$ cat src/rtl/calc_sequencer.sv
// Keypad-driven sequencer for the shared Calculate datapath: operand/operator entry, settle wait, result capture.
// Optional remainder view in SHOW is enabled by defining CALC_SEQ_MOD_EN.
module calc_sequencer #(
  parameter int DIGITS       = 4,
  parameter int CALC_LATENCY = 2
) (
  input  logic        clk,
  input  logic        rst_n,
  input  logic        digit_vld,
  input  logic [3:0]  digit,
  input  logic        op_vld,
  input  logic [1:0]  op,
  input  logic        eq_vld,
  input  logic        clr_vld,
  input  logic        mod_vld,
  output logic [1:0]  switches,
  output logic [31:0] operand1,
  output logic [31:0] operand2,
  input  logic [31:0] result,
  input  logic [31:0] mod,
  input  logic        negative,
  input  logic        overflow,
  input  logic        error,
  output logic [31:0] disp_value,
  output logic        disp_neg,
  output logic        disp_ovf,
  output logic        disp_err,
  output logic        busy,
  output logic        res_vld
);

  localparam int            CW        = $clog2(DIGITS + 1);
  localparam logic [CW-1:0] MAX_CNT   = CW'(DIGITS);
  localparam logic [3:0]    WAIT_LOAD = 4'(CALC_LATENCY - 1);

  typedef enum logic [1:0] {ENTER_A, ENTER_B, WAIT, SHOW} state_t;

  state_t        state, state_nxt;
  logic [31:0]   a_nxt, b_nxt;
  logic [1:0]    sw_nxt;
  logic [CW-1:0] cnt_a, cnt_a_nxt, cnt_b, cnt_b_nxt;
  logic [3:0]    wcnt, wcnt_nxt;
  logic          capture;
  logic [31:0]   cap_result;
  logic          cap_neg, cap_ovf, cap_err;
  logic          key_eq, key_op, key_dig, chain_ok;

`ifdef CALC_SEQ_MOD_EN
  logic [31:0] cap_mod;
  logic        view, view_nxt;
  logic        key_mod;
  assign key_mod = mod_vld && !clr_vld && !eq_vld && !op_vld && !digit_vld;
`else
  logic unused_mod;
  assign unused_mod = ^{mod, mod_vld};
`endif

  // One key wins per cycle: clr > eq > op > digit; invalid digit codes never count as a key press.
  assign key_eq   = eq_vld && !clr_vld;
  assign key_op   = op_vld && !clr_vld && !eq_vld;
  assign key_dig  = digit_vld && !clr_vld && !eq_vld && !op_vld && (digit <= 4'd9);
  assign chain_ok = !cap_neg && !cap_ovf && !cap_err;
  assign busy     = (state == WAIT);

  always_comb begin
    state_nxt = state;
    a_nxt     = operand1;
    b_nxt     = operand2;
    sw_nxt    = switches;
    cnt_a_nxt = cnt_a;
    cnt_b_nxt = cnt_b;
    wcnt_nxt  = wcnt;
    capture   = 1'b0;
`ifdef CALC_SEQ_MOD_EN
    view_nxt  = view;
`endif
    if (clr_vld) begin
      state_nxt = ENTER_A;
      a_nxt     = '0;
      b_nxt     = '0;
      sw_nxt    = '0;
      cnt_a_nxt = '0;
      cnt_b_nxt = '0;
      wcnt_nxt  = '0;
    end else begin
      case (state)
        ENTER_A: begin
          if (key_op) begin
            sw_nxt    = op;
            b_nxt     = '0;
            cnt_b_nxt = '0;
            state_nxt = ENTER_B;
          end else if (key_dig && cnt_a != MAX_CNT) begin
            a_nxt     = {operand1[27:0], digit};
            cnt_a_nxt = cnt_a + CW'(1);
          end
        end
        ENTER_B: begin
          if (key_eq) begin
            wcnt_nxt  = WAIT_LOAD;
            state_nxt = WAIT;
          end else if (key_op) begin
            if (cnt_b == '0) sw_nxt = op;
          end else if (key_dig && cnt_b != MAX_CNT) begin
            b_nxt     = {operand2[27:0], digit};
            cnt_b_nxt = cnt_b + CW'(1);
          end
        end
        WAIT: begin
          if (wcnt == 4'd0) begin
            capture   = 1'b1;
            state_nxt = SHOW;
          end else begin
            wcnt_nxt = wcnt - 4'd1;
          end
        end
        SHOW: begin
          if (key_eq) begin
            wcnt_nxt  = WAIT_LOAD;
            state_nxt = WAIT;
          end else if (key_op) begin
            // Chaining only continues from a clean result.
            if (chain_ok) begin
              a_nxt     = cap_result;
              sw_nxt    = op;
              b_nxt     = '0;
              cnt_b_nxt = '0;
              state_nxt = ENTER_B;
            end
          end else if (key_dig) begin
            a_nxt     = {28'd0, digit};
            cnt_a_nxt = CW'(1);
            state_nxt = ENTER_A;
          end
`ifdef CALC_SEQ_MOD_EN
          else if (key_mod && switches == 2'd3 && !cap_err) begin
            view_nxt = !view;
          end
`endif
        end
        default: state_nxt = ENTER_A;
      endcase
    end
`ifdef CALC_SEQ_MOD_EN
    if (state_nxt != SHOW) view_nxt = 1'b0;
`endif
  end

  always_comb begin
    disp_value = '0;
    disp_neg   = 1'b0;
    disp_ovf   = 1'b0;
    disp_err   = 1'b0;
    case (state)
      ENTER_A:       disp_value = operand1;
      ENTER_B, WAIT: disp_value = operand2;
      SHOW: begin
        disp_neg = cap_neg;
        disp_ovf = cap_ovf;
        disp_err = cap_err;
        if (!cap_err) begin
`ifdef CALC_SEQ_MOD_EN
          disp_value = view ? cap_mod : cap_result;
`else
          disp_value = cap_result;
`endif
        end
      end
      default: disp_value = '0;
    endcase
  end

  always_ff @(posedge clk or negedge rst_n) begin
    if (!rst_n) begin
      state      <= ENTER_A;
      operand1   <= '0;
      operand2   <= '0;
      switches   <= '0;
      cnt_a      <= '0;
      cnt_b      <= '0;
      wcnt       <= '0;
      res_vld    <= 1'b0;
      cap_result <= '0;
      cap_neg    <= 1'b0;
      cap_ovf    <= 1'b0;
      cap_err    <= 1'b0;
`ifdef CALC_SEQ_MOD_EN
      cap_mod    <= '0;
      view       <= 1'b0;
`endif
    end else begin
      state    <= state_nxt;
      operand1 <= a_nxt;
      operand2 <= b_nxt;
      switches <= sw_nxt;
      cnt_a    <= cnt_a_nxt;
      cnt_b    <= cnt_b_nxt;
      wcnt     <= wcnt_nxt;
      res_vld  <= capture;
`ifdef CALC_SEQ_MOD_EN
      view     <= view_nxt;
`endif
      if (clr_vld) begin
        cap_result <= '0;
        cap_neg    <= 1'b0;
        cap_ovf    <= 1'b0;
        cap_err    <= 1'b0;
`ifdef CALC_SEQ_MOD_EN
        cap_mod    <= '0;
`endif
      end else if (capture) begin
        cap_result <= result;
        cap_neg    <= negative;
        cap_ovf    <= overflow;
        cap_err    <= error;
`ifdef CALC_SEQ_MOD_EN
        cap_mod    <= mod;
`endif
      end
    end
  end

endmodule
$ cat config.mk
export PLATFORM = sky130hd
export DESIGN_NAME = calc_sequencer
export DESIGN_NICKNAME = d
export VERILOG_FILES = /design/src/rtl/calc_sequencer.sv
export SDC_FILE = /design/constraint.sdc
export NUM_CORES = 1
export LEC_CHECK = 0
export ABC_AREA = 1
export BUFFER_PORTS_ARGS = -buffer_cell sky130_fd_sc_hd__buf_2
export CORE_MARGIN = 1.5
export CORE_UTILIZATION = 45
export CTS_CLUSTER_SIZE = 8
export DETAILED_ROUTE_END_ITERATION = 16
export HOLD_SLACK_MARGIN = 0.1
export MAX_ROUTING_LAYER = met4
export PLACE_DENSITY = 0.83
export SYNTH_ARGS = -nofsm -noshare
export SYNTH_HDL_FRONTEND = slang
export SYNTH_SLANG_ARGS = --single-unit
export TNS_END_PERCENT = 50
$ cat constraint.sdc
create_clock -name clk -period 1.96 [get_ports clk]
set_input_delay 0.098 -clock clk [delete_from_list [all_inputs] [get_ports clk]]
set_output_delay 0.098 -clock clk [all_outputs]
set_load 0.05 [all_outputs]
==> results.py <==
metrics = {
    "detailed_routing": {
        "post-route-drc-count": 0,
        "detail_route.wirelength_um": 27600,
        "detail_route.wl_per_cell_um": 21.0,
        "drtAntennaViolNets": 0,
        "detailedRoute.firstPassIterationCount": 9,
        "viasPerCell": 6.02,
        "dr_total_vias": 7900,
        "drt_first_iter_violations": 1235,
    },
    "synth": {
        "synth_nets": 994,
        "post_synth_xor_area_fraction_pct": 0.408,
        "synth_edf_count": 0,
        "syn_area_um2": 6430,
        "post_synth_num_cell_types": 28,
        "synth-seq-cells": 114,
        "synth.yosys.warnings": 0,
        "dominant_combinational_cell_family_by_area_after_synthesis": "simple AND/OR/NAND/NOR gates",
        "synth_top_flop_cell": "sky130_fd_sc_hd__dfrtp_1",
        "synth_top_cell_area_share_pct": 44.3,
        "simple_gate_area_share_of_the_yosys_netlist_pct": 33.8,
        "synth-seq-area-share_pct": 44.3,
        "post_synth_mux_area_share_pct": 0,
        "synth_compound_area_share_pct": 11.2,
        "synth-async-reset-ratio_pct": 100,
        "yosys-top-cells-count": "sky130_fd_sc_hd__nand2_1, sky130_fd_sc_hd__dfrtp_1, sky130_fd_sc_hd__nor2_1",
        "yosys.area_share.adder_pct": 1.94,
        "synth.most_common_cell": "sky130_fd_sc_hd__nand2_1",
        "syn_inst": 904,
        "post_synth_main_area_contributors": "sky130_fd_sc_hd__dfrtp_1, sky130_fd_sc_hd__nand2_1, sky130_fd_sc_hd__nand4_1",
        "synth.avg_cell_area_um2": 7.12,
        "synth_largest_area_cell": "sky130_fd_sc_hd__dfrtp_1",
    },
    "sta": {
        "timing.max_slew.rel_slack_pct": 69.5,
        "report.final.hold_viol_count": 0,
        "timing.final.max_slew_violations": 0,
        "worst-slew-pin-transition_ps": 453,
        "maxClockFrequency_ghz": 0.461,
        "timing.clock.skew_ps": 4.82,
        "post-route-min-period_ps": 2170,
        "worst_slack_ps": -211,
        "period_share_pct": 111,
        "rsz0062_at_grt": "true",
        "final.hold.worst_slack_ps": 149,
        "finalSetupViolations": 69,
        "tns_ps": -7220,
    },
    "cells_and_area": {
        "area_of_the_multi_input_gates_um2": 3800,
        "diodes": 0,
        "final.fill_count": 888,
        "final_util_pct": 72.1,
        "final_net_count": 1210,
        "flow.area_growth_from_synthesis_pct": 56.2,
        "final_layout_size_suffix_gt1_share_pct": 33.7,
        "seqCellArea_um2": 2850,
    },
    "placed_design": {
        "place.gp.congestion": 0.919,
        "detailed_place_hpwl_um": 14700,
        "buffers_added_on_ports": 149,
    },
    "floorplanning": {
        "core.rowCount": 43,
        "chipHeight_um": 123,
        "num_io_pins": 183,
        "placeableCoreArea_um2": 13900,
        "floorplan.die_area_um2": 15000,
        "die_width_um": 123,
        "initial_core_util_pct": 46.2,
    },
    "critical_path": {
        "crit_path_arrival_time_ps": 2070,
        "critical-path-max-stage-delay_ps": 380,
        "r2r_slack_ps": -110,
        "worst_r2r_path_depth": 12,
        "end_kind": "primary output",
        "criticalPathCategory": "reg2out",
        "path_max_fanout": 8,
        "cp_cell_sequence": "buf_4, inv_6, ha_4, buf_16, a21oi_2, a21oi_4, buf_6",
        "crit_path_top_delay_cell": "sky130_fd_sc_hd__dfrtp_1",
        "r2r_start": "state[0]",
        "timing.critical_path.required_ps": 1860,
        "rr_endpoint": "operand2[1]",
        "startpoint_class_of_the_critical_path": "flop",
    },
    "grt": {
        "grt_pass1_vias": 7396,
        "gr-total-overflow": 0,
        "antenna_found_initial": 0,
        "pin_count_of_the_biggest_net_entering_global_routing": 53,
        "global_route_wire_length_before_repair_um": 39800,
        "gr-usage-all-layers_pct": 35.9,
    },
    "power_and_ir_drop": {
        "total_power_mw": 16.5,
        "leakagePower_nw": 5.15,
        "power.ir.vdd_worst_mv": 1.13,
        "power_per_cell_area_nw_per_um2": 1640,
    },
    "clock_tree": {
        "clkSlewWorstSetupHoldPaths_ps": 50,
        "clock-sinks": 114,
        "cts_tree": "built",
        "clkLatencyLatePin_ps": 430,
        "cts_buffers": 17,
        "root_buffer_selected_by_cts": "sky130_fd_sc_hd__clkbuf_16",
        "cts_max_path_buffers": 2,
        "htreeDepth": 4,
    },
    "run_status": {
        "failed_checks": "setup timing",
        "result_of_the_run": "finished with violations",
    },
    "hold_path": {
        "min-delay-path-class": "in2async",
    },
    "job": {
        "maximum_capacitance_violations": 0,
    },
}
[what timing repair did]
item / in CTS / in global routing
endpoints found under the hold margin: 155 / 0
pin swaps: 24 / 24
gates resized for setup: 186 / 65
cloned: 6 / 7
hold buffers: 42 / 0
setup buffers: 15 / 3
endpoints found under the setup margin: 32 / 107
[through the flow]
step / cell area [um2] / setup slack, ps / instances
after floorplan: 6540 / -183 / 904
final: 10100 / -211 / 1313
after CTS: 9720 / -103 / 1308
after global routing: 10100 / -229 / 1313
after detailed placement: 7670 / 7.36 / 1213
after global placement: 7670 / 47.4 / 1213
[critical path: cells and delay by family (launching register included)]
family	cells	cell delay, ps
adders and majority gates	1	380
buffers and inverters	4	580
AOI/OAI and AO/OA	2	290
DFF	1	380
[worst max-delay path by stage]
stage                        start              to  slack [ps]  cells past startpoint
after floorplan           state[0]  disp_value[31]        -180                      7
after global placement    state[1]  disp_value[28]          50                      7
after detailed placement  state[1]  disp_value[24]           7                      7
after CTS                 state[0]  disp_value[31]        -100                     10
after global routing      state[0]   disp_value[1]        -230                      7
final                     state[0]   disp_value[1]        -210                      7
[cell families after synthesis]
| family | count (synthesis) |
|---|---|
| flip-flops | 114 |
| buffers and inverters | 126 |
| XOR/XNOR | 3 |
| adder cells (fa/ha/maj) | 10 |
| AND/OR/NAND/NOR | 508 |
| AO/OA/AOI/OAI | 143 |
[registers in the layout, summed over array words and instances, names as in the netlist]
name        count
operand2       32
cap_ovf         1
wcnt            4
cnt_b           3
switches        2
cap_err         1
state           2
cnt_a           3
cap_result     32
cap_neg         1
res_vld         1
operand1       32
[metal layers]
metal  vias to the layer above  GRT usage (%)  part of all wire (%)
li1                       3371              -                     -
met1                      3680           45.3                    37
met2                       688           55.4                    47
met3                       161           8.64                    11
met4                         0           15.5                   5.5
met5                         -              -                     0
[final cells by class]
class | instances | share of cell area (%)
Multi-Input combinational cell | 664 | 37.8
Sequential cell | 114 | 28.4
Timing Repair Buffer | 258 | 22.8
Clock buffer | 23 | 4.95
Inverter | 65 | 2.53
Tap cell | 180 | 2.24
Clock inverter | 9 | 1.26
[cell usage in the layout (no fill, tap or decap), types with 22 or more instances in the layout]
master,instances
sky130_fd_sc_hd__a21oi_2,36
sky130_fd_sc_hd__a21oi_4,26
sky130_fd_sc_hd__buf_2,116
sky130_fd_sc_hd__buf_4,29
sky130_fd_sc_hd__buf_6,42
sky130_fd_sc_hd__clkbuf_16,22
sky130_fd_sc_hd__dfrtp_1,113
sky130_fd_sc_hd__dlygate4sd3_1,42
sky130_fd_sc_hd__inv_1,57
sky130_fd_sc_hd__nand2_1,292
sky130_fd_sc_hd__nand4_1,71
sky130_fd_sc_hd__nor2_1,72
sky130_fd_sc_hd__o21ai_0,71
[where the power goes]
part	switching (mW)	internal (mW)
Combinational	6.53	3.59
Clock	1.14	2.16
Sequential	0.404	2.69
Note: power is estimated with default switching activity, not from simulation.
